`src/rtl/instr_fetch.sv`:
```
// Instruction fetch: owns the PC, fetches over req/ack and holds one instruction behind valid/ready.
// Latency: ack in the first REQ cycle gives instr_valid the next cycle (2 cycles per instruction minimum).
// Backpressure: waits in REQ while imem_ack is low and in VALID while instr_ready is low; INSTR_FETCH_PERF_EN adds a stall counter.
module instr_fetch #(
    parameter logic [63:0] RESET_PC = 64'h0
) (
    input  logic        clk,
    input  logic        reset,
    output logic        imem_req,
    output logic [63:0] imem_addr,
    input  logic        imem_ack,
    input  logic [31:0] imem_rdata,
    output logic [31:0] instr,
    output logic        instr_valid,
    input  logic        instr_ready,
    input  logic        BrTaken,
    input  logic        UncondBr,
    output logic [63:0] pc,
    output logic [31:0] stall_cycles
);

    typedef enum logic [1:0] {
        IDLE  = 2'd0,
        REQ   = 2'd1,
        VALID = 2'd2
    } state_t;

    state_t      state;
    logic [63:0] br_off;
    logic [63:0] next_pc;

    // Branch offsets are word offsets, sign-extended and scaled to bytes.
    always_comb begin
        br_off  = UncondBr ? {{36{instr[25]}}, instr[25:0], 2'b00}
                           : {{43{instr[23]}}, instr[23:5], 2'b00};
        next_pc = pc + (BrTaken ? br_off : 64'd4);
    end

    always_ff @(posedge clk or negedge reset) begin
        if (!reset) begin
            state       <= IDLE;
            pc          <= RESET_PC;
            instr       <= 32'h0;
            imem_req    <= 1'b0;
            instr_valid <= 1'b0;
        end else begin
            case (state)
                IDLE: begin
                    state    <= REQ;
                    imem_req <= 1'b1;
                end
                REQ: begin
                    if (imem_ack) begin
                        instr       <= imem_rdata;
                        state       <= VALID;
                        imem_req    <= 1'b0;
                        instr_valid <= 1'b1;
                    end
                end
                VALID: begin
                    if (instr_ready) begin
                        pc          <= next_pc;
                        state       <= REQ;
                        instr_valid <= 1'b0;
                        imem_req    <= 1'b1;
                    end
                end
                default: begin
                    state       <= IDLE;
                    imem_req    <= 1'b0;
                    instr_valid <= 1'b0;
                end
            endcase
        end
    end

    assign imem_addr = pc;

`ifdef INSTR_FETCH_PERF_EN
    always_ff @(posedge clk or negedge reset) begin
        if (!reset) begin
            stall_cycles <= 32'h0;
        end else if (((state == REQ) && !imem_ack) || ((state == VALID) && !instr_ready)) begin
            if (stall_cycles != 32'hFFFF_FFFF)
                stall_cycles <= stall_cycles + 32'd1;
        end
    end
`else
    assign stall_cycles = 32'h0;
`endif

endmodule

```
`config.mk`:
```
export PLATFORM = sky130hd
export DESIGN_NAME = instr_fetch
export DESIGN_NICKNAME = d
export VERILOG_FILES = /design/src/rtl/instr_fetch.sv
export SDC_FILE = /design/constraint.sdc
export NUM_CORES = 1
export LEC_CHECK = 0
export CAP_MARGIN = 10
export CELL_PAD_IN_SITES_DETAIL_PLACEMENT = 0
export CELL_PAD_IN_SITES_GLOBAL_PLACEMENT = 1
export CORE_UTILIZATION = 36
export CTS_CLUSTER_DIAMETER = 40
export DETAILED_ROUTE_END_ITERATION = 6
export PLACE_DENSITY = 0.78
export SLEW_MARGIN = 25
export SYNTH_ARGS = -nofsm -noshare
export SYNTH_HDL_FRONTEND = slang
export SYNTH_SLANG_ARGS = --single-unit
```
`constraint.sdc`:
```
create_clock -name clk -period 5.8 [get_ports clk]
set_input_delay 1.16 -clock clk [delete_from_list [all_inputs] [get_ports clk]]
set_output_delay 1.16 -clock clk [all_outputs]
set_load 0.02 [all_outputs]
```
==> metrics.yaml <==
hold-path-endpoint: "instr[26]$_DFFE_PN0P_"
synth_sequential_area_ratio_pct: 29.8
power_frac_clock_pct: 11.3
post_synth_instance_area_sq_mm: 0.00815
grt_util_all_layers_pct: 18.4
synth-simple-area-share_pct: 14.8
max-slew-margin-rel_pct: 45.9
worst_skew_pair.late_latency_ns: 0.36
worstReg2RegStart: "instr[5]$_DFFE_PN0P_"
syn-mean-instance-area_sq_um: 8.66
yosys.area_share.adder_pct: 9.61
insertedDiodeCount: 0
rrSetupSlack_ns: 2.09
detail_route.vias_per_cell: 5.10
finalHoldViolations: 0
unrepaired_setup_endpoints_after_global_routing: "false"
areaGrowthSynthToFinish_pct: 23.9
remaining_drc_errors: 12
max-vdd-ir-drop_mv: 0.260
power.share.combinational_pct: 65.6
minimum_hold_slack_ns: 0.508
path_buf_inv: 2
most-common-layout-cells: "194 x sky130_fd_sc_hd__clkdlybuf4s50_1, 115 x sky130_fd_sc_hd__nand2_1, 97 x sky130_fd_sc_hd__dfrtp_1"
cts.path.max_buffers: 2
synth_edf_count: 0
fin_skew_ns: 0.0102
drt_first_pass_iters: 7
yosysUniqueCellTypes: 70
worstSetupPathDepth: 15
synth_xor_xnor_area_share_pct: 5.81
timing.critical_path.fanout_max: 10
timing.critical_path.cells: "clkdlybuf4s50_1 -> mux2_2 -> nand2_1 -> inv_1 -> ha_1 -> a211oi_1 -> o21ai_1 -> and4_4 -> nor3_1 -> o32ai_2 -> o41ai_2 -> o31a_1 -> o21ai_1 -> a211oi_1 -> o31ai_1"
r2r_cells: 15
grt_overflow_total: 0
synth_seq_cells: 97
hold-path-cell-count: 1
utilization_pct: 45.8
crit_required_ns: 6.02
initial_core_util_pct: 37.0
slew_at_the_pin_closest_to_its_max_slew_limit_ns: 0.812
final_net_count: 1159
detailedPlacementHpwl_um: 16500
via_count_of_the_first_global_routing_pass: 6571
synth_warnings: 0
setup_buffers_after_cts: 0
grt_antenna_before_repair: 0
post_cts_resize_count: 0
power_leakage_nw: 4.50
final_layout_size_suffix_gt1_share_pct: 8.08
clockRootBuffer: "sky130_fd_sc_hd__clkbuf_16"
routed-via-count: 6849
preCtsSetupSlack_ns: 0.388
die_width_um: 152
max_clock_freq_ghz: 0.200
port-buffer-count: 195
power.share.switching_pct: 47.6
timing.critical_path.max_delay_family: "compound AO/OA/AOI/OAI gates"
ioPinCount: 232
setup_violations: 0
violations_in_the_final_reports: "DRC"
drt_first_iter_violations: 355
drv_slew: 0
core.rowCount: 54
outcome: "finished with violations"
worst_path_largest_cell_delay_ns: 0.79
internal_power_w: 0.00307
core-area_sq_mm: 0.0220
clkSinkCount: 97
synth_flop_cell: "sky130_fd_sc_hd__dfrtp_1"
gpl.final_weighted_congestion: 0.902
cts_made_buffers: 9
timing.setup.critical_path_class: "in -> reg"
synthMuxAreaShare_pct: 6.77
placed_area_sq_mm: 0.00977
gate_count_post_synth: 941
timing.rr.end: "imem_addr[52]$_DFFE_PN0P_"
min-delay-start: "instr[26]$_DFFE_PN0P_"
p_switching_w: 0.00279
dieArea_sq_mm: 0.0232
area_fraction_in_compound_gates_after_synthesis_pct: 21.1
final_routed_wirelength_um: 21000
final_common_cell: "sky130_fd_sc_hd__clkdlybuf4s50_1"
grt_first_pass_wirelength_um: 34700
main_combinational_cell_family_by_area_after_synthesis: "compound AO/OA/AOI/OAI gates"
final.min_clock_period_ns: 4.99
end_kind: "register"
p_seq_share_pct: 23.1
synth_async_sr_flop_share_pct: 100
totalNegativeSetupSlack_ns: 0
clock_tree.htree_level_count: 3
route.detailed.wl_per_inst_um: 15.7
ant_nets: 0
maxCapViolCount: 0
layout_setup_ws_ns: 0.812
post_cts_hold_buffer_count: 0
critical_path_arrival_ns: 5.21
final_min_period_over_clock_period_pct: 86.0
critical_path.startpoint_type: "input port"
cts.clk_slew.worst_paths_ns: 0.08
hold_path.class: "reg -> reg"
maximum_number_of_pins_on_one_net_before_global_route_repair: 69
final_area_sq_mm: 0.0101
floorplan.die.height_um: 152
cts_tree: "yes"
power_density_mw_per_mm2: 581
crit_path_top_delay_cell: "sky130_fd_sc_hd__clkdlybuf4s50_1"
cell usage after synthesis, types with 3 or more instances:
library cell | number | area, sq um
sky130_fd_sc_hd__nand2b_1 | 10 | 62.6
sky130_fd_sc_hd__and3_1 | 4 | 25.0
sky130_fd_sc_hd__or4_1 | 3 | 22.5
sky130_fd_sc_hd__a211oi_1 | 6 | 45.0
sky130_fd_sc_hd__ha_1 | 61 | 763
sky130_fd_sc_hd__o21a_1 | 4 | 30.0
sky130_fd_sc_hd__nor4_1 | 3 | 18.8
sky130_fd_sc_hd__nor3_1 | 6 | 30.0
sky130_fd_sc_hd__mux2i_1 | 18 | 180
sky130_fd_sc_hd__o31a_1 | 3 | 26.3
sky130_fd_sc_hd__buf_4 | 100 | 751
sky130_fd_sc_hd__nor2b_1 | 22 | 138
sky130_fd_sc_hd__a21oi_1 | 70 | 350
sky130_fd_sc_hd__nand4_1 | 13 | 81.3
sky130_fd_sc_hd__nor2_1 | 40 | 150
sky130_fd_sc_hd__and4_1 | 4 | 35.0
sky130_fd_sc_hd__inv_1 | 23 | 86.3
sky130_fd_sc_hd__o2111ai_1 | 3 | 26.3
sky130_fd_sc_hd__mux2_2 | 33 | 372
sky130_fd_sc_hd__a21boi_0 | 8 | 60.1
sky130_fd_sc_hd__xnor2_1 | 32 | 280
sky130_fd_sc_hd__o21ai_0 | 89 | 445
sky130_fd_sc_hd__xor2_1 | 22 | 193
sky130_fd_sc_hd__nand2_1 | 115 | 432
sky130_fd_sc_hd__clkbuf_1 | 29 | 109
sky130_fd_sc_hd__a31oi_1 | 4 | 25.0
sky130_fd_sc_hd__a21o_1 | 28 | 210
sky130_fd_sc_hd__nand3_1 | 14 | 70.1
sky130_fd_sc_hd__or3_1 | 3 | 18.8
sky130_fd_sc_hd__and2_1 | 4 | 25.0
sky130_fd_sc_hd__dfrtp_1 | 97 | 2430
sky130_fd_sc_hd__o21bai_1 | 16 | 120
sky130_fd_sc_hd__o21ai_1 | 7 | 35.0
per-stage QoR:
step	instances	total power, W
after global routing	1344	0.00631
final	1344	0.00586
after CTS	1344	0.00592
after floorplan	976	0.00397
after detailed placement	1328	0.00522
after global placement	1328	0.00521
per-layer routing:
layer / wire, um / part of all wire [%] / global-route usage (%) / vias to the layer above
li1: - / - / - / 3440
met1: 10300 / 49 / 25.5 / 3210
met2: 9650 / 46 / 30.4 / 185
met3: 899 / 4.3 / 2.79 / 14
met4: 208 / 0.99 / 4.04 / 0
met5: 0 / 0 / 0 / -
power groups by stage:
stage	Clock (W)	Combinational [W]	Sequential [W]
after floorplan	0	0.00234	0.00163
after global placement	0	0.00384	0.00137
after detailed placement	0	0.00384	0.00138
after CTS	0.000685	0.00386	0.00137
after global routing	0.000712	0.00418	0.00142
final	0.000662	0.00385	0.00135
state kept, by name (all words and copies together), names as in the netlist:
| register | flops |
|---|---|
| instr | 32 |
| imem_addr | 62 |
| instr_valid | 1 |
| state | 2 |
cell families after synthesis:
family	Yosys count
other	1
buffers and inverters	157
xor gates and xnor gates	54
DFF	97
adders and majority gates	62
AOI/OAI and AO/OA	267
and+or+nand+nor	252
muxes	51
worst max-delay path by stage:
stage                  start                        end  slack, ns
CTS                 UncondBr  imem_addr[53]$_DFFE_PN0P_       0.77
detailed placement  UncondBr  imem_addr[53]$_DFFE_PN0P_       0.39
global route        UncondBr  imem_addr[53]$_DFFE_PN0P_       0.44
floorplan           UncondBr  imem_addr[54]$_DFFE_PN0P_       0.27
global placement    UncondBr  imem_addr[53]$_DFFE_PN0P_       0.42
finish              UncondBr  imem_addr[53]$_DFFE_PN0P_       0.81
final cells by class:
class	count	area, sq um
fillers	2171	11900
clock inverters	7	96.3
inverters	23	86.3
flip-flops and latches	97	2430
well taps	280	350
clock buffers	9	225
multi-input cells	722	4880
repair buffers	206	2030
No activity file was read; power rests on OpenSTA's default activity.
